File: config.mk
export PLATFORM = sky130hd
export DESIGN_NAME = alu_op_sequencer
export DESIGN_NICKNAME = d
export VERILOG_FILES = /design/src/rtl/alu_op_sequencer.sv
export SDC_FILE = /design/constraint.sdc
export NUM_CORES = 1
export LEC_CHECK = 0
export ABC_AREA = 0
export ABC_CLOCK_PERIOD_IN_PS = 1600
export BUFFER_PORTS_ARGS = -buffer_cell sky130_fd_sc_hd__buf_2
export CAP_MARGIN = 25
export CELL_PAD_IN_SITES_DETAIL_PLACEMENT = 0
export CELL_PAD_IN_SITES_GLOBAL_PLACEMENT = 1
export CORE_MARGIN = 5
export CORE_UTILIZATION = 30
export DETAILED_ROUTE_END_ITERATION = 8
export PLACE_DENSITY = 0.84
export SYNTH_ARGS = -nofsm -noshare
export SYNTH_HDL_FRONTEND = slang
export SYNTH_SLANG_ARGS = --single-unit
File: constraint.sdc
create_clock -name clk -period 1.6 [get_ports clk]
set_input_delay 0 -clock clk [delete_from_list [all_inputs] [get_ports clk]]
set_output_delay 0 -clock clk [all_outputs]
set_load 0.05 [all_outputs]
File: src/rtl/alu_op_sequencer.sv
// Request/response sequencer for the 16-bit accumulator ALU: issues an optional BR load,
// one operation pulse, waits for the result and hands ACC/high/flag back over valid/ready.
module alu_op_sequencer #(
  parameter int DATA_W      = 16,
  parameter int CSW         = 32,
  parameter int MULDIV_WAIT = 0
) (
  input  logic              clk,
  input  logic              rst,
  input  logic              op_valid,
  output logic              op_ready,
  input  logic [3:0]        op_code,
  input  logic              op_load_br,
  input  logic [DATA_W-1:0] op_operand,
  output logic [CSW-1:0]    control_signal,
  output logic [DATA_W-1:0] br_out,
  input  logic [DATA_W-1:0] alu_low,
  input  logic [DATA_W-1:0] alu_high,
  input  logic              alu_flag,
  output logic              res_valid,
  input  logic              res_ready,
  output logic [DATA_W-1:0] res_low,
  output logic [DATA_W-1:0] res_high,
  output logic              res_flag,
  output logic              res_err,
  output logic              busy
);

  localparam int BIT_LOAD = 28;
  localparam logic [3:0] OP_MUL = 4'd3;
  localparam logic [3:0] OP_DIV = 4'd4;

  typedef enum logic [2:0] {
    S_IDLE,
    S_LOAD,
    S_EXEC,
    S_WAIT,
    S_CAPTURE,
    S_RESP
  } state_t;

  state_t              state_q, state_d;
  logic [CSW-1:0]      ctrl_q, ctrl_d;
  logic [DATA_W-1:0]   br_shadow_q, br_shadow_d;
  logic [3:0]          code_q, code_d;
  logic [3:0]          cnt_q, cnt_d;
  logic                res_valid_q, res_valid_d;
  logic [DATA_W-1:0]   res_low_q, res_low_d;
  logic [DATA_W-1:0]   res_high_q, res_high_d;
  logic                res_flag_q, res_flag_d;
  logic                res_err_q, res_err_d;

  // One-hot ALU control bit for a legal opcode; illegal codes map to an all-zero word.
  function automatic logic [CSW-1:0] op_bit(input logic [3:0] code);
    logic [CSW-1:0] w;
    w = '0;
    case (code)
      4'd0:    w[8]  = 1'b1;
      4'd1:    w[9]  = 1'b1;
      4'd2:    w[15] = 1'b1;
      4'd3:    w[16] = 1'b1;
      4'd4:    w[17] = 1'b1;
      4'd5:    w[18] = 1'b1;
      4'd6:    w[19] = 1'b1;
      4'd7:    w[20] = 1'b1;
      4'd8:    w[21] = 1'b1;
      4'd9:    w[22] = 1'b1;
      4'd10:   w[23] = 1'b1;
      4'd11:   w[24] = 1'b1;
      4'd12:   w[25] = 1'b1;
      4'd13:   w[26] = 1'b1;
      default: w     = '0;
    endcase
    return w;
  endfunction

  function automatic logic is_illegal(input logic [3:0] code);
    return code > 4'd13;
  endfunction

  function automatic logic is_muldiv(input logic [3:0] code);
    return (code == OP_MUL) || (code == OP_DIV);
  endfunction

  always_comb begin
    state_d     = state_q;
    ctrl_d      = '0;
    br_shadow_d = br_shadow_q;
    code_d      = code_q;
    cnt_d       = cnt_q;
    res_valid_d = res_valid_q;
    res_low_d   = res_low_q;
    res_high_d  = res_high_q;
    res_flag_d  = res_flag_q;
    res_err_d   = res_err_q;

    case (state_q)
      S_IDLE: begin
        if (op_valid) begin
          code_d = op_code;
          if (is_illegal(op_code)) begin
            state_d     = S_RESP;
            res_valid_d = 1'b1;
            res_err_d   = 1'b1;
          end else if (op_load_br) begin
            state_d          = S_LOAD;
            br_shadow_d      = op_operand;
            ctrl_d[BIT_LOAD] = 1'b1;
          end else if ((op_code == OP_DIV) && (br_shadow_q == '0)) begin
            state_d     = S_RESP;
            res_valid_d = 1'b1;
            res_err_d   = 1'b1;
          end else begin
            state_d = S_EXEC;
            ctrl_d  = op_bit(op_code);
          end
        end
      end

      // The divisor check happens here so it sees the operand just loaded.
      S_LOAD: begin
        if ((code_q == OP_DIV) && (br_shadow_q == '0)) begin
          state_d     = S_RESP;
          res_valid_d = 1'b1;
          res_err_d   = 1'b1;
        end else begin
          state_d = S_EXEC;
          ctrl_d  = op_bit(code_q);
        end
      end

      S_EXEC: begin
        if (is_muldiv(code_q) && (MULDIV_WAIT > 0)) begin
          state_d = S_WAIT;
          cnt_d   = 4'(MULDIV_WAIT - 1);
        end else begin
          state_d = S_CAPTURE;
        end
      end

      S_WAIT: begin
        if (cnt_q == 4'd0) begin
          state_d = S_CAPTURE;
        end else begin
          cnt_d = cnt_q - 4'd1;
        end
      end

      S_CAPTURE: begin
        state_d     = S_RESP;
        res_valid_d = 1'b1;
        res_low_d   = alu_low;
        res_high_d  = alu_high;
        res_flag_d  = alu_flag;
        res_err_d   = 1'b0;
      end

      S_RESP: begin
        if (res_ready) begin
          state_d     = S_IDLE;
          res_valid_d = 1'b0;
        end
      end

      default: state_d = S_IDLE;
    endcase
  end

  always_ff @(posedge clk) begin
    if (rst) begin
      state_q     <= S_IDLE;
      ctrl_q      <= '0;
      br_shadow_q <= '0;
      code_q      <= '0;
      cnt_q       <= '0;
      res_valid_q <= 1'b0;
      res_low_q   <= '0;
      res_high_q  <= '0;
      res_flag_q  <= 1'b0;
      res_err_q   <= 1'b0;
    end else begin
      state_q     <= state_d;
      ctrl_q      <= ctrl_d;
      br_shadow_q <= br_shadow_d;
      code_q      <= code_d;
      cnt_q       <= cnt_d;
      res_valid_q <= res_valid_d;
      res_low_q   <= res_low_d;
      res_high_q  <= res_high_d;
      res_flag_q  <= res_flag_d;
      res_err_q   <= res_err_d;
    end
  end

  assign op_ready       = (state_q == S_IDLE) && !rst;
  assign busy           = (state_q != S_IDLE);
  assign control_signal = ctrl_q;
  assign br_out         = br_shadow_q;
  assign res_valid      = res_valid_q;
  assign res_low        = res_low_q;
  assign res_high       = res_high_q;
  assign res_flag       = res_flag_q;
  assign res_err        = res_err_q;

endmodule

==> results of run 1 <==
==> critical path, stage by stage (launching register included) <==
cell and delay, ns:
dfxtp_4 0.37, or4b_4 0.60, nor2_8 0.14, nand3b_1 0.18, o22a_1 0.20, nor2_1 0.08
==> cells in the mapped netlist (all sizes together) <==
master  count
dfxtp      77
conb        1
o32a        3
nand4b      1
a32oi       2
clkbuf     22
and3        4
o21ai       2
and4        1
o21bai      1
nor3b       1
o22a        2
ha          1
nand4       4
nor4        6
a211oi      5
nor2b       4
xor2        2
nand3b      3
a211o       1
or4b        1
buf        26
or3         2
o32ai       1
a221o       1
inv         5
and2        3
nand2     122
a31oi       2
nor3        9
nor2       22
a21oi      64
o21a        1
a311oi      1
nand2b      5
nand3       4
a32o        1
xnor2       1
==> final cells by class <==
type                       count  area [µm²]
timing repair buffer         217        1518
tap                          140       175.2
inverter                       5       18.77
clock buffer                   9       123.9
clock inverter                 7       90.09
fill                        1054        5642
sequential                    77        1570
multi-input combinational    300        1608
==> repair_timing <==
item,CTS,global route
resized for setup,13,21
pin swaps,2,5
buffers inserted,4,2
hold endpoints to repair,51,0
hold buffers,51,0
setup endpoints to repair,23,30
==> cell families after synthesis <==
family	Yosys count	share of synthesized area, %
AO/OA/AOI/OAI	87	15.68
XOR/XNOR	3	0.8051
adder cells (fa/ha/maj)	1	0.3832
buffers and inverters	53	8.815
flip-flops	77	47.22
other	1	0.1149
AND/OR/NAND/NOR	192	26.98
==> power breakdown <==
group | leakage, nW | internal [W] | switching [W] | total [W]
Combinational | 1.49 | 0.000658 | 0.00107 | 0.00173
Clock | 0.105 | 0.000870 | 0.000740 | 0.00161
Sequential | 0.634 | 0.00205 | 0.0000908 | 0.00214
Total | 2.23 | 0.00357 | 0.00190 | 0.00547
==> worst min path at each step <==
stage / from / to / slack, ns / cells after the start
after floorplan: op_operand[10] / br_out[10]$_SDFFE_PP0P_ / 0.13 / 2
after global placement: op_operand[9] / br_out[9]$_SDFFE_PP0P_ / 0.23 / 3
after detailed placement: op_operand[1] / br_out[1]$_SDFFE_PP0P_ / 0.24 / 3
after CTS: op_code[0] / control_signal[16]$_SDFF_PP0_ / 0.01 / 3
after global routing: op_code[0] / control_signal[20]$_SDFF_PP0_ / 0.05 / 3
final: op_code[0] / control_signal[16]$_SDFF_PP0_ / 0.04 / 3
==> per-stage QoR <==
stage	total power [W]	setup WS (ns)	area (µm²)	utilization (%)	std cells
6_report	0.005472	-0.01381	5104	47.50	755
5_1_grt	0.005756	-0.1009	5104	47.50	755
4_1_cts	0.005443	-0.04848	5000	46.53	753
3_5_place_dp	0.003631	-0.07905	4179	38.89	682
3_3_place_gp	0.003613	-0.04169	4179	38.89	682
2_1_floorplan	0.003196	-0.06407	3348	-	430
==> metal layers <==
layer  part of all wire [%]  global-route usage (%)
met5                      0                       0
met4                    2.0                   7.443
met3                    7.3                   3.277
met2                     48                   24.51
met1                     43                   18.48
==> flip-flops by register name (all words and copies together) (netlist names) <==
signal / flops
res_err: 1
res_high: 16
res_valid: 1
control_signal: 15
state_q: 3
res_low: 16
res_flag: 1
cnt_q: 4
code_q: 4
br_out: 16
==> flow_metrics.env, run 1 <==
export IMPL_status="finished with violations"
export IMPL_violations="negative setup slack"
export IMPL_whs_ns=0.03967
export IMPL_ys_ff_latch=77
export IMPL_r2r_end="control_signal[26]$_SDFF_PP0_"
export IMPL_grt_pass1_vias=3347
export IMPL_yosysSeqAreaShare_pct=47.22
export IMPL_start_util_pct=30.38
export IMPL_finClkSkew_ns=0.008823
export IMPL_grt_pass1_wl_um=15850
export IMPL_vias=3440
export IMPL_drt_iter0_drc=117
export IMPL_ios=143
export IMPL_yosys_top_cells_area="dfxtp_1, nand2_1, a21oi_1"
export IMPL_wl_per_cell_um=13.16
export IMPL_n_antenna_cell=0
export IMPL_crit_path_end_kind="register"
export IMPL_coreArea_mm2=0.01075
export IMPL_synth_cell_types=45
export IMPL_clock_latency_ns=0.35
export IMPL_power_density_mw_per_mm2=1072
export IMPL_final_hold_viol_count=0
export IMPL_crit_path_start="state_q[0]$_SDFFE_PP0P_"
export IMPL_synth_top_area_share_pct=47.22
export IMPL_yosysTopAreaCell="dfxtp_1"
export IMPL_setup_ws_ns=-0.01381
export IMPL_arrival_ns=1.91
export IMPL_final_common_cell="buf_2"
export IMPL_vias_per_cell=4.556
export IMPL_min_path_type="input pin to register"
export IMPL_timing_rr_start="state_q[0]$_SDFFE_PP0P_"
export IMPL_hpwl_um=6646
export IMPL_path_clk_slew_ns=0.09
export IMPL_path_class="register to register"
export IMPL_ff2ff_setup_slack_ns=-0.01
export IMPL_slew_headroom_pct=62.53
export IMPL_synth_area_mm2=0.003264
export IMPL_nNetsFinal=669
export IMPL_routabilityCongestion=0.8043
export IMPL_power_leakage_nw=2.232
export IMPL_syn2layout_area_growth_pct=56.34
export IMPL_grt_max_degree=38
export IMPL_slew_viol_final=0
export IMPL_grt_usage_pct=14.95
export IMPL_syn_avg_cell_area_um2=7.885
export IMPL_drive_above_1_share_pct=36.10
export IMPL_cts_tree="done"
export IMPL_peakVddDrop_v=0.0005530
export IMPL_drt_first_pass_iters=5
export IMPL_post_route_drc_count=0
export IMPL_die_w_um=114.3
export IMPL_worst_slew_pin_slew_ns=0.5568
export IMPL_root_buffer="clkbuf_8"
export IMPL_crit_path_start_kind="register"
export IMPL_layout_min_cycle_time_ns=1.614
export IMPL_finalSetupTns_ns=-0.04994
export IMPL_worstPathRequired_ns=1.90
export IMPL_ant_nets=0
export IMPL_cp_endpoint="control_signal[26]$_SDFF_PP0_"
export IMPL_grt_antenna_before_repair=0
export IMPL_numPortBuffers=125
export IMPL_cts_buffer_depth=2
export IMPL_rows=38
export IMPL_yosys_warnings=0
export IMPL_grt_overflow=0
export IMPL_dieArea_mm2=0.01307
export IMPL_cts_buffers_inserted=9
export IMPL_routed_wl_um=9936
export IMPL_h_tree_depth=3
export IMPL_rsz0062_at_grt="yes"
export IMPL_max_cap_viol_count=0
export IMPL_cp_max_fo=5
export IMPL_synthCells=414
export IMPL_die_h_um=114.3
export IMPL_ff2ff_path_depth=5
export IMPL_mostFrequentLayoutCells="buf_2, nand2_1, a21oi_1, dfxtp_1, dlygate4sd3_1"
export IMPL_setup_viol=5
export IMPL_cts_sinks=77
export IMPL_max_freq_mhz=619.7
export IMPL_min_period_over_period_pct=100.9
(Power assumes the default switching activity.)
==> run 2: changes to the inputs <==
- CORE_ASPECT_RATIO: default -> 2
==> run 2 against run 1 <==
Compared with the run above:
- register-to-register slack better by 0.03 ns
- fmax grew 1.7%
- the flow now finishes without violations
- highest routed layer unchanged
- critical endpoint is now control_signal[22]$_SDFF_PP0_
- critical path type unchanged
- first-iteration DRC count rose by 26%
==> flow_metrics.env, run 2 (same netlist as run 1, synthesis figures left out) <==
export IMPL_arrival_ns=1.86
export IMPL_grt_antenna_before_repair=0
export IMPL_syn2layout_area_growth_pct=55.35
export IMPL_slew_headroom_pct=55.72
export IMPL_crit_cells=5
export IMPL_finalPower_w=0.005941
export IMPL_ff2ff_setup_slack_ns=0.01
export IMPL_cp_endpoint="control_signal[22]$_SDFF_PP0_"
export IMPL_cts_sinks=77
export IMPL_wl_met1_um=3551
export IMPL_path_class="register to register"
export IMPL_power_density_mw_per_mm2=1172
export IMPL_die_h_um=157.5
export IMPL_stdcell_area_mm2=0.005071
export IMPL_setup_ws_ns=0.01322
export IMPL_worstPathRequired_ns=1.87
export IMPL_dp_cells=675
export IMPL_numPortBuffers=125
export IMPL_dr_wl_met3_um=596
export IMPL_final_hold_viol_count=0
export IMPL_routabilityCongestion=0.9064
export IMPL_slew_viol_final=0
export IMPL_grt_usage_pct=15.92
export IMPL_cts_buffers_inserted=9
export IMPL_cp_max_fo=4
export IMPL_cts_buffer_depth=2
export IMPL_cp_slowest_cell="or4b_4"
export IMPL_worst_slew_pin_slew_ns=0.6581
export IMPL_h_tree_depth=3
export IMPL_crit_path_end_kind="register"
export IMPL_hpwl_um=7528
export IMPL_ant_nets=0
export IMPL_r2r_end="control_signal[22]$_SDFF_PP0_"
export IMPL_root_buffer="clkbuf_16"
export IMPL_critPathBufInv=0
export IMPL_path_clk_slew_ns=0.06
export IMPL_layout_min_cycle_time_ns=1.587
export IMPL_vias=3480
export IMPL_grt_pass1_vias=3492
export IMPL_cp_cell_sequence="or4b_4 > nor2_8 > nand3b_1 > o32a_1 > nor2_1"
export IMPL_crit_path_start="state_q[0]$_SDFFE_PP0P_"
export IMPL_rsz0062_at_grt="yes"
export IMPL_rows=54
export IMPL_peakVddDrop_v=0.0007066
export IMPL_post_route_drc_count=0
export IMPL_drt_first_pass_iters=4
export IMPL_crit_path_start_kind="register"
export IMPL_final_common_cell="buf_2"
export IMPL_mostFrequentLayoutCells="buf_2, nand2_1, a21oi_1, dfxtp_1, dlygate4sd3_1"
export IMPL_finClkSkew_ns=0.003346
export IMPL_cts_tree="done"
export IMPL_max_stage_delay_ns=0.60
export IMPL_wl_per_cell_um=14.31
export IMPL_holdPathStages=3
export IMPL_grt_overflow=0
export IMPL_vias_per_cell=4.684
export IMPL_placedInstanceArea_mm2=0.004114
export IMPL_coreArea_mm2=0.01081
export IMPL_regArea_mm2=0.001572
export IMPL_crit_family="simple AND/OR/NAND/NOR gates"
export IMPL_drt_iter0_drc=147
export IMPL_whs_ns=0.02741
export IMPL_grt_pass1_wl_um=16710
export IMPL_ios=143
export IMPL_drive_above_1_share_pct=34.16
export IMPL_dieArea_mm2=0.01319
export IMPL_power_leakage_nw=2.213
export IMPL_fin_cells=743
export IMPL_multi_input_area_mm2=0.001597
export IMPL_highest_layer="met4"
export IMPL_status="finished clean"
export IMPL_max_freq_mhz=630.2
export IMPL_n_antenna_cell=0
export IMPL_die_w_um=83.76
export IMPL_timing_rr_start="state_q[0]$_SDFFE_PP0P_"
export IMPL_nNetsFinal=658
export IMPL_min_from="op_code[2]"
export IMPL_min_path_type="input pin to register"
export IMPL_place_ws_ns=-0.06663
export IMPL_ff2ff_path_depth=5
export IMPL_start_util_pct=30.20
export IMPL_max_cap_viol_count=0
export IMPL_fillers=1039
export IMPL_routed_wl_um=10630
export IMPL_min_period_over_period_pct=99.17
export IMPL_wl_met2_um=5995
export IMPL_grt_max_degree=48
export IMPL_clock_latency_ns=0.34
export IMPL_setup_viol=0
==> run 2: timing repair <==
action,CTS,global route
buffers inserted,0,3
pin swaps,2,11
gates cloned,0,0
resized for setup,10,16
hold endpoints to repair,50,0
endpoints found under the setup margin,18,20
hold buffers,50,0
==> run 2: worst min path at each step <==
stage | slack [ns] | endpoint
finish | 0.03 | code_q[2]$_SDFFE_PP0P_
global route | 0.03 | code_q[2]$_SDFFE_PP0P_
CTS | 0.001 | code_q[2]$_SDFFE_PP0P_
detailed placement | 0.24 | br_out[5]$_SDFFE_PP0P_
global placement | 0.24 | br_out[15]$_SDFFE_PP0P_
floorplan | 0.13 | br_out[10]$_SDFFE_PP0P_
==> run 2: power breakdown <==
group	total (W)	switching (W)	internal (W)
clock network	0.00216	0.000768	0.00140
registers	0.00213	0.0000875	0.00205
logic	0.00164	0.00107	0.000573
==> run 2: worst min-delay path: cells and delay by family <==
kind,cells,cell delay (ns)
AND/OR/NAND/NOR,1,0.08
AO/OA/AOI/OAI,1,0.05
buffers and inverters,1,0.18
==> run 2: metal layers <==
layer	global-route usage, %	vias to the layer above
li1	-	1715
met1	14.58	1586
met2	31.22	140
met3	3.510	39
met4	9.586	0
met5	0	-
==> run 2: area by class of cell <==
| cell class | count | share of cell area [%] |
|---|---|---|
| clock inverters | 4 | 1.431 |
| inverters | 5 | 0.3701 |
| flip-flops and latches | 77 | 30.99 |
| repair buffers | 206 | 27.49 |
| well taps | 140 | 3.454 |
| multi-input cells | 300 | 31.48 |
| clock buffers | 11 | 4.787 |
==> run 2: per-stage QoR <==
step           utilization (%)  setup TNS [ns]
2_1_floorplan                -         -0.2398
3_3_place_gp             38.06        -0.04330
3_5_place_dp             38.06         -0.1776
4_1_cts                  45.96       -0.007740
5_1_grt                  46.91         -0.4239
6_report                 46.91               0
